## src/rtl/rv_pkg.sv

```systemverilog
// rtl/rv_pkg.sv - shared RV64 core types and constants
// Contents: XLEN, NOP_INSTR, RESET_PC, fetch_state_t, if_id_t.
package rv_pkg;

  localparam int          XLEN      = 64;
  localparam logic [31:0] NOP_INSTR = 32'h0000_0013;
  localparam logic [63:0] RESET_PC  = 64'h0;

  typedef enum logic [2:0] {
    IDLE = 3'd0,
    REQ  = 3'd1,
    WAIT = 3'd2,
    HOLD = 3'd3,
    KILL = 3'd4
  } fetch_state_t;

  typedef struct packed {
    logic            valid;
    logic [XLEN-1:0] pc;
    logic [31:0]     instr;
  } if_id_t;

endpackage

```

## src/rtl/fetch_unit.sv

```systemverilog
// rtl/fetch_unit.sv - RV64 instruction fetch stage with IF/ID register
// Ports:
//   clk, rst_n                          clock, async active-low reset
//   imem_req_valid/ready, imem_addr     fetch request (one outstanding)
//   imem_rsp_valid, imem_rsp_data       instruction return
//   redirect_valid, redirect_pc         taken branch/jump: flush and refetch
//   id_stall                            decode back-pressure, holds IF/ID
//   if_id_valid, if_id_pc, if_id_instr  IF/ID register to decode
module fetch_unit
  import rv_pkg::*;
#(
  parameter int          XLEN     = rv_pkg::XLEN,
  parameter logic [63:0] RESET_PC = rv_pkg::RESET_PC,
  parameter logic [31:0] NOP      = rv_pkg::NOP_INSTR
) (
  input  logic            clk,
  input  logic            rst_n,
  output logic            imem_req_valid,
  input  logic            imem_req_ready,
  output logic [XLEN-1:0] imem_addr,
  input  logic            imem_rsp_valid,
  input  logic [31:0]     imem_rsp_data,
  input  logic            redirect_valid,
  input  logic [XLEN-1:0] redirect_pc,
  input  logic            id_stall,
  output logic            if_id_valid,
  output logic [XLEN-1:0] if_id_pc,
  output logic [31:0]     if_id_instr
);

  fetch_state_t    state, state_n;
  logic [XLEN-1:0] pc, pc_n;
  logic [XLEN-1:0] req_pc, req_pc_n;
  if_id_t          if_id, if_id_n;
  if_id_t          buf_q, buf_n;   // buf_q.valid doubles as buf_valid

  always_ff @(posedge clk or negedge rst_n) begin
    if (!rst_n) begin
      state  <= IDLE;
      pc     <= RESET_PC[XLEN-1:0];
      req_pc <= '0;
      if_id  <= '{valid: 1'b0, pc: '0, instr: NOP};
      buf_q  <= '{valid: 1'b0, pc: '0, instr: NOP};
    end else begin
      state  <= state_n;
      pc     <= pc_n;
      req_pc <= req_pc_n;
      if_id  <= if_id_n;
      buf_q  <= buf_n;
    end
  end

  always_comb begin
    state_n  = state;
    pc_n     = pc;
    req_pc_n = req_pc;
    if_id_n  = if_id;
    buf_n    = buf_q;

    // Decode took the current instruction; any load below overrides this.
    if (if_id.valid && !id_stall) begin
      if_id_n.valid = 1'b0;
      if_id_n.instr = NOP;
    end

    case (state)
      IDLE: state_n = REQ;
      REQ: begin
        if (imem_req_ready) begin
          req_pc_n = pc;
          pc_n     = pc + XLEN'(4);
          state_n  = WAIT;
        end
      end
      WAIT: begin
        if (imem_rsp_valid) begin
          if (!if_id.valid || !id_stall) begin
            if_id_n = '{valid: 1'b1, pc: req_pc, instr: imem_rsp_data};
            state_n = REQ;
          end else begin
            // IF/ID is full and held: park the word so the bus is free.
            buf_n   = '{valid: 1'b1, pc: req_pc, instr: imem_rsp_data};
            state_n = HOLD;
          end
        end
      end
      HOLD: begin
        if (!id_stall) begin
          if_id_n       = buf_q;
          if_id_n.valid = 1'b1;
          buf_n.valid   = 1'b0;
          state_n       = REQ;
        end
      end
      KILL: begin
        if (imem_rsp_valid) state_n = REQ;
      end
      default: state_n = IDLE;
    endcase

    // Redirect wins over everything; a response still owed must be drained in KILL.
    if (redirect_valid && state != IDLE) begin
      pc_n          = {redirect_pc[XLEN-1:2], 2'b00};
      if_id_n.valid = 1'b0;
      if_id_n.instr = NOP;
      buf_n.valid   = 1'b0;
      case (state)
        REQ:     state_n = imem_req_ready ? KILL : REQ;
        WAIT:    state_n = imem_rsp_valid ? REQ : KILL;
        HOLD:    state_n = REQ;
        KILL:    state_n = KILL;
        default: state_n = REQ;
      endcase
    end
  end

  assign imem_req_valid = (state == REQ);
  assign imem_addr      = pc;
  assign if_id_valid    = if_id.valid;
  assign if_id_pc       = if_id.pc;
  assign if_id_instr    = if_id.instr;

endmodule
```

## config.mk

```make
export PLATFORM = sky130hd
export DESIGN_NAME = fetch_unit
export DESIGN_NICKNAME = d
export VERILOG_FILES = /design/src/rtl/rv_pkg.sv /design/src/rtl/fetch_unit.sv
export SDC_FILE = /design/constraint.sdc
export NUM_CORES = 1
export LEC_CHECK = 0
export BUFFER_PORTS_ARGS = -buffer_cell sky130_fd_sc_hd__buf_2
export CORE_MARGIN = 8
export CORE_UTILIZATION = 30
export DETAILED_ROUTE_END_ITERATION = 16
export SKIP_CTS_REPAIR_TIMING = 1
export SLEW_MARGIN = 15
export SYNTH_ARGS = -nofsm -noshare
export SYNTH_HDL_FRONTEND = slang
export SYNTH_SLANG_ARGS = --single-unit
```

## constraint.sdc

```tcl
create_clock -name clk -period 3.9 [get_ports clk]
set_input_delay 1.17 -clock clk [delete_from_list [all_inputs] [get_ports clk]]
set_output_delay 1.17 -clock clk [all_outputs]
set_load 0.01 [all_outputs]
```

==> results of run 1 <==
-- where the power goes --
part           internal, mW  switching [mW]  leakage (nW)  total, mW
sequential             4.24            1.15          4.14       5.39
clock                  2.11            1.39         0.593       3.50
combinational          1.38            2.13          4.01       3.51
total                  7.73            4.67          8.75       12.4
-- cells in the mapped netlist (10+ instances only) --
library cell  count  area, µm²
mux2_2           95       1070
nand4_1          27        169
xnor2_1          29        254
dfrtp_1         311       7780
buf_1            14       52.6
inv_1            73        274
a31oi_1          19        119
o21ai_0          47        235
a21oi_1          10       50.1
nor4_1           17        106
nand3_1          34        170
nand2_1         256        961
nor2_1           63        236
clkbuf_1         60        225
and3_1           21        131
nor3_1           21        105
a222oi_1         91        911
and2_1           13       81.3
buf_2            11       55.1
-- worst max-delay path, stage by stage, from the launching register on --
cell and delay [ns]:
dfrtp_1 0.65, nor3b_1 0.31, buf_2 0.23
-- area by class of cell --
| cell class | instances | area [µm²] | share of cell area |
|---|---|---|---|
| Sequential cell | 317 | 7940 | 0.462 |
| Multi-Input combinational cell | 828 | 5380 | 0.313 |
| Timing Repair Buffer | 292 | 1630 | 0.0947 |
| Tap cell | 607 | 759 | 0.0442 |
| Clock inverter | 11 | 144 | 0.00837 |
| Antenna cell | 1 | 2.50 | 0.000146 |
| Inverter | 73 | 274 | 0.0159 |
| Clock buffer | 53 | 1070 | 0.0621 |
-- layer usage --
| metal | vias up | wire, µm | GRT usage |
|---|---|---|---|
| met3 | 61 | 3800 | 0.0402 |
| met4 | 0 | 933 | 0.0458 |
| li1 | 5180 | - | - |
| met1 | 5787 | 19900 | 0.229 |
| met5 | - | 0 | 0 |
| met2 | 445 | 21100 | 0.265 |
-- kinds of logic after synthesis --
| kind of cell | count (synthesis) | synth area share |
|---|---|---|
| fa+ha+maj | 1 | 0.000894 |
| other cells | 1 | 0.000268 |
| mux | 96 | 0.0771 |
| buf+inv | 174 | 0.0534 |
| flops | 317 | 0.567 |
| simple gates | 490 | 0.163 |
| compound gates | 206 | 0.118 |
| xor+xnor | 33 | 0.0206 |
-- through the flow --
stage                     setup slack, ns  hold WS [ns]
after floorplan                      1.04         0.463
after global placement              0.573         0.467
after detailed placement            0.557         0.468
after CTS                           0.949         0.484
after global routing                0.787         0.503
final                                1.01         0.480
-- flip-flops by register name, indices dropped and copies added, names as in the netlist --
register and count:
if_id_valid 1, state 3, if_id_instr 32, req_pc 62, imem_addr 62, if_id_pc 63, buf_q 94
-- path summary, 6_finish.rpt --
| path | from | end | slack, ns | cells after the start |
|---|---|---|---|---|
| setup / recovery | state[0] | imem_req_valid | 1.01 | 2 |
| hold / removal | if_id_pc[13] | if_id_pc[13] | 0.48 | 2 |
| setup reg to reg | state[1] | if_id_instr[6] | 1.09 | 6 |
| hold reg to reg | if_id_pc[13] | if_id_pc[13] | 0.48 | 2 |
| max in group asynchronous | rst_n | req_pc[16] | 2.40 | 2 |
| min in group asynchronous | rst_n | if_id_pc[1] | 0.59 | 1 |
==> out/results.ini, run 1 <==
[routing]
drc_errors = 0
firstDrtPassIters = 6
ant_nets = 0
vias = 11473
wl_per_cell_um = 21.0
routed_wl_um = 45700
drtIter0Drc = 1146
viasPerCell = 5.26

[worst_setup_path]
arrival_ns = 1.72
crit_path_end_kind = output port
critPathKind = reg -> out
start_kind = register
cp_data_required_time_ns = 2.73
path_max_fanout = 16

[timing]
setup_tns_ns = 0
fin_crit_sh = 0.742
finalHoldViolations = 0
tightestPinTransition_ns = 1.12
setup_viol = 0
layout_min_cycle_time_ns = 2.89
fmax_ghz = 0.345
slew-limit-headroom = 0.252
maxSlewViolCount = 0
rsz0062_at_grt = false
skew_ns = 0.0236

[pwr]
p_per_area_nw_per_um2 = 721
power_mw = 12.4
ir_worst_vdd_uv = 402
p_leak_nw = 8.75

[place]
io_buffers = 259
hpwl_um = 30900
gp_congestion = 0.829
dpl.cell_count = 2117
place_area_um2 = 16000

[synthesis]
avgSynthCellArea_um2 = 10.6
synth_cell_types = 58
synth_flop_cell = dfrtp_1
synth_edf_count = 0
syn-cell-area_um2 = 14000
synth_cells = 1318
ys_seq_elements = 317
async_reset_ff_frac = 1.00
ys_seq_area_frac = 0.567
yosys_warnings = 0

[clock_tree]
cts_made_buffers = 38
clock_latency_ns = 0.55
cts_tree = done
clk_pin_slew_ns = 0.06
clock-sinks = 317
clock-root-buffer = clkbuf_16
clockBufferDepth = 3
cts.htree.levels = 2

[grt]
grt_pass1_wl_um = 71400
antenna_found_initial = 0
grtUsageTotal = 0.168
grt_pass1_vias = 11727
overflow = 0
grt_max_degree = 77

[layout]
layout_common_cells = dfrtp_1, buf_2, nand2_1, mux2_2, a222oi_1
layout_commonest_cell = dfrtp_1
fin_util = 0.372
fillCellCount = 4623
nets = 1653
drive_gt1_frac = 0.296
stdcell_count = 2182
finalInstanceArea_um2 = 17200
area_delta_synth_final_pct = 22.8

[floorplan]
die_x_um = 232
die_h_um = 232
num_rows = 79
pin_count = 264
dieArea_um2 = 53800
start_util = 0.303
core_region_area_um2 = 46300

[min_path]
hold_path_class = reg -> reg

[job]
drv_cap = 0

[status]
status = complete, no violations

Note: power is estimated with default switching activity, not from simulation.
==> run 2: changes to the inputs <==
--- a/config.mk
+++ b/config.mk
@@ -5,6 +5,7 @@
 export SDC_FILE = /design/constraint.sdc
 export NUM_CORES = 1
 export LEC_CHECK = 0
+export ABC_AREA = 1
 export BUFFER_PORTS_ARGS = -buffer_cell sky130_fd_sc_hd__buf_2
 export CORE_MARGIN = 8
 export CORE_UTILIZATION = 30
==> constraint.sdc (replaced) <==
create_clock -name clk -period 2.5 [get_ports clk]
set_input_delay 0.75 -clock clk [delete_from_list [all_inputs] [get_ports clk]]
set_output_delay 0.75 -clock clk [all_outputs]
set_load 0.01 [all_outputs]
==> out/results.ini, run 2 <==
[status]
status = complete, no violations

[synthesis]
avgSynthCellArea_um2 = 8.55
ys_seq_area_frac = 0.538
synth_flop_cell = dfrtp_1
yosys.area.top_type = dfrtp_1
syn-cell-area_um2 = 14800
synth_edf_count = 0
synth_cells = 1726
yosys_warnings = 0
synth_commonest_cells = nand2_1, dfrtp_1, o21ai_0, inv_1, nor2_1
synthTopCellsByArea = dfrtp_1, nand2_1, mux2_2
async_reset_ff_frac = 1.00
synthMostInstantiatedCell = nand2_1
synth_top_area_share = 0.527
ys_seq_elements = 317
synth_cell_types = 37

[timing]
fmax_ghz = 0.434
finalHoldViolations = 0
fin_hold_ws_ns = 0.114
maxSlewViolCount = 0
layout_min_cycle_time_ns = 2.30
fin_crit_sh = 0.922
setup_tns_ns = 0
tightestPinTransition_ns = 0.574
slew-limit-headroom = 0.618
rsz0062_at_grt = false
skew_ns = 0.0220
setup_viol = 0

[routing]
drtIter0Drc = 1043
vias = 12955
wl_per_cell_um = 18.9
ant_nets = 0
drc_errors = 0
firstDrtPassIters = 5
routed_wl_um = 50500
viasPerCell = 4.85

[layout]
fillCellCount = 5013
layout_commonest_cell = nand2_1
area_delta_synth_final_pct = 22.8
drive_gt1_frac = 0.225
layout_common_cells = nand2_1, dfrtp_1, buf_2, o21ai_0, inv_1
nets = 2079
multi_input_area_um2 = 5930
top_register = buf_q
largest_register_ffs = 94
regArea_um2 = 7940

[floorplan]
num_rows = 81
core_region_area_um2 = 48700
pin_count = 264
die_h_um = 238
dieArea_um2 = 56600
die_x_um = 238
start_util = 0.303

[job]
drv_cap = 0

[grt]
gr-usage-met3 = 0.0414
grt_pass1_vias = 12824
use_met1 = 0.239
overflow = 0
grt_pass1_wl_um = 77500
use_met2 = 0.264
gr-max-usage-layer = met2
grtUsageTotal = 0.175
antenna_found_initial = 3
grt_max_degree = 76

[worst_setup_path]
r2r_cells = 10
critPathMaxStageDelay_ns = 0.46
path_depth = 4
cp_cell_sequence = inv_2 > nand3_1 > inv_1 > buf_2
crit_path_end_kind = output port
path_max_fanout = 3
crit_family = flip-flops
critPathKind = reg -> out
slowest_stage = dfrtp_1
arrival_ns = 1.55
cp_data_required_time_ns = 1.75
cp.buffers_inverters = 3
r2r_start = imem_addr[3]
r2r_slack_ns = 0.27
reg2reg_to = imem_addr[42]
start_kind = register

[clock_tree]
cts_tree = done
clk_pin_slew_ns = 0.06
clockBufferDepth = 3
cts.htree.levels = 2
clock-root-buffer = clkbuf_16
clock-sinks = 317
clock_latency_ns = 0.54
cts_made_buffers = 36

[pwr]
p_per_area_nw_per_um2 = 1220
p_int_mw = 13.2
swShare = 0.402
power_frac_seq = 0.413
ir_worst_vdd_uv = 534
clkPwrFrac = 0.246
power.share.combinational = 0.342
power_mw = 22.0
power_switching_mw = 8.85
p_leak_nw = 9.11

[place]
gp_congestion = 0.877
io_buffers = 259
hpwl_um = 37000

[min_path]
hold_path_class = in -> async

-- run 2: final cells by class --
cell class	instances	share of cell area
timing repair buffer	293	0.0944
inverter	133	0.0277
tap	664	0.0458
clock inverter	12	0.00842
multi-input combinational	1195	0.327
sequential	317	0.438
clock buffer	54	0.0585
antenna	2	0.000276
-- run 2: metal layers --
metal / vias to the layer above / share of wire
li1: 6170 / -
met1: 6246 / 0.45
met2: 454 / 0.44
met3: 85 / 0.070
met4: 0 / 0.036
met5: - / 0
-- run 2: worst max-delay path by stage --
stage	end	slack, ns	start
2_1_floorplan	imem_addr[42]	0.77	imem_addr[3]
5_1_grt	imem_addr[42]	0.08	imem_addr[3]
3_3_place_gp	if_id_instr[1]	0.27	id_stall
6_report	imem_req_valid	0.20	state[2]
4_1_cts	imem_req_valid	0.17	state[2]
3_5_place_dp	if_id_instr[4]	0.20	id_stall
-- run 2: power by group through the flow --
stage	registers, mW	logic [mW]	clock network, mW
detailed placement	9.16	7.63	0
global route	9.37	8.44	5.76
floorplan	9.05	4.03	0
finish	9.09	7.53	5.41
CTS	9.08	7.66	5.56
global placement	9.03	7.54	0
-- run 2: worst register-to-register path: stages, from the launching register on --
cell     delay [ns]
dfrtp_1        0.46
ha_1           0.29
inv_1          0.09
nor2_2         0.22
nand2_1        0.17
nor2_4         0.22
nand2_1        0.15
o21ai_0        0.18
nand3_1        0.17
nand2_1        0.11
nand2_1        0.05
-- run 2: cell families (layout without fill, tap and decap cells) --
family	Yosys count	in the layout	synth area share
fa+ha+maj	1	1	0.000847
xor+xnor	3	3	0.00178
mux	64	64	0.0488
other cells	1	4	0.000254
buf+inv	215	492	0.0627
compound gates	300	300	0.123
flops	317	317	0.538
simple gates	825	825	0.225
-- run 2: stage by stage --
stage / setup slack (ns) / area (µm²) / cells / utilization
3_5_place_dp: 0.200 / 16900 / 2602 / 0.347
6_report: 0.196 / 18100 / 2670 / 0.372
4_1_cts: 0.174 / 18100 / 2668 / 0.372
3_3_place_gp: 0.269 / 16900 / 2602 / 0.347
5_1_grt: 0.0803 / 18100 / 2670 / 0.372
2_1_floorplan: 0.766 / 14800 / 1727 / -
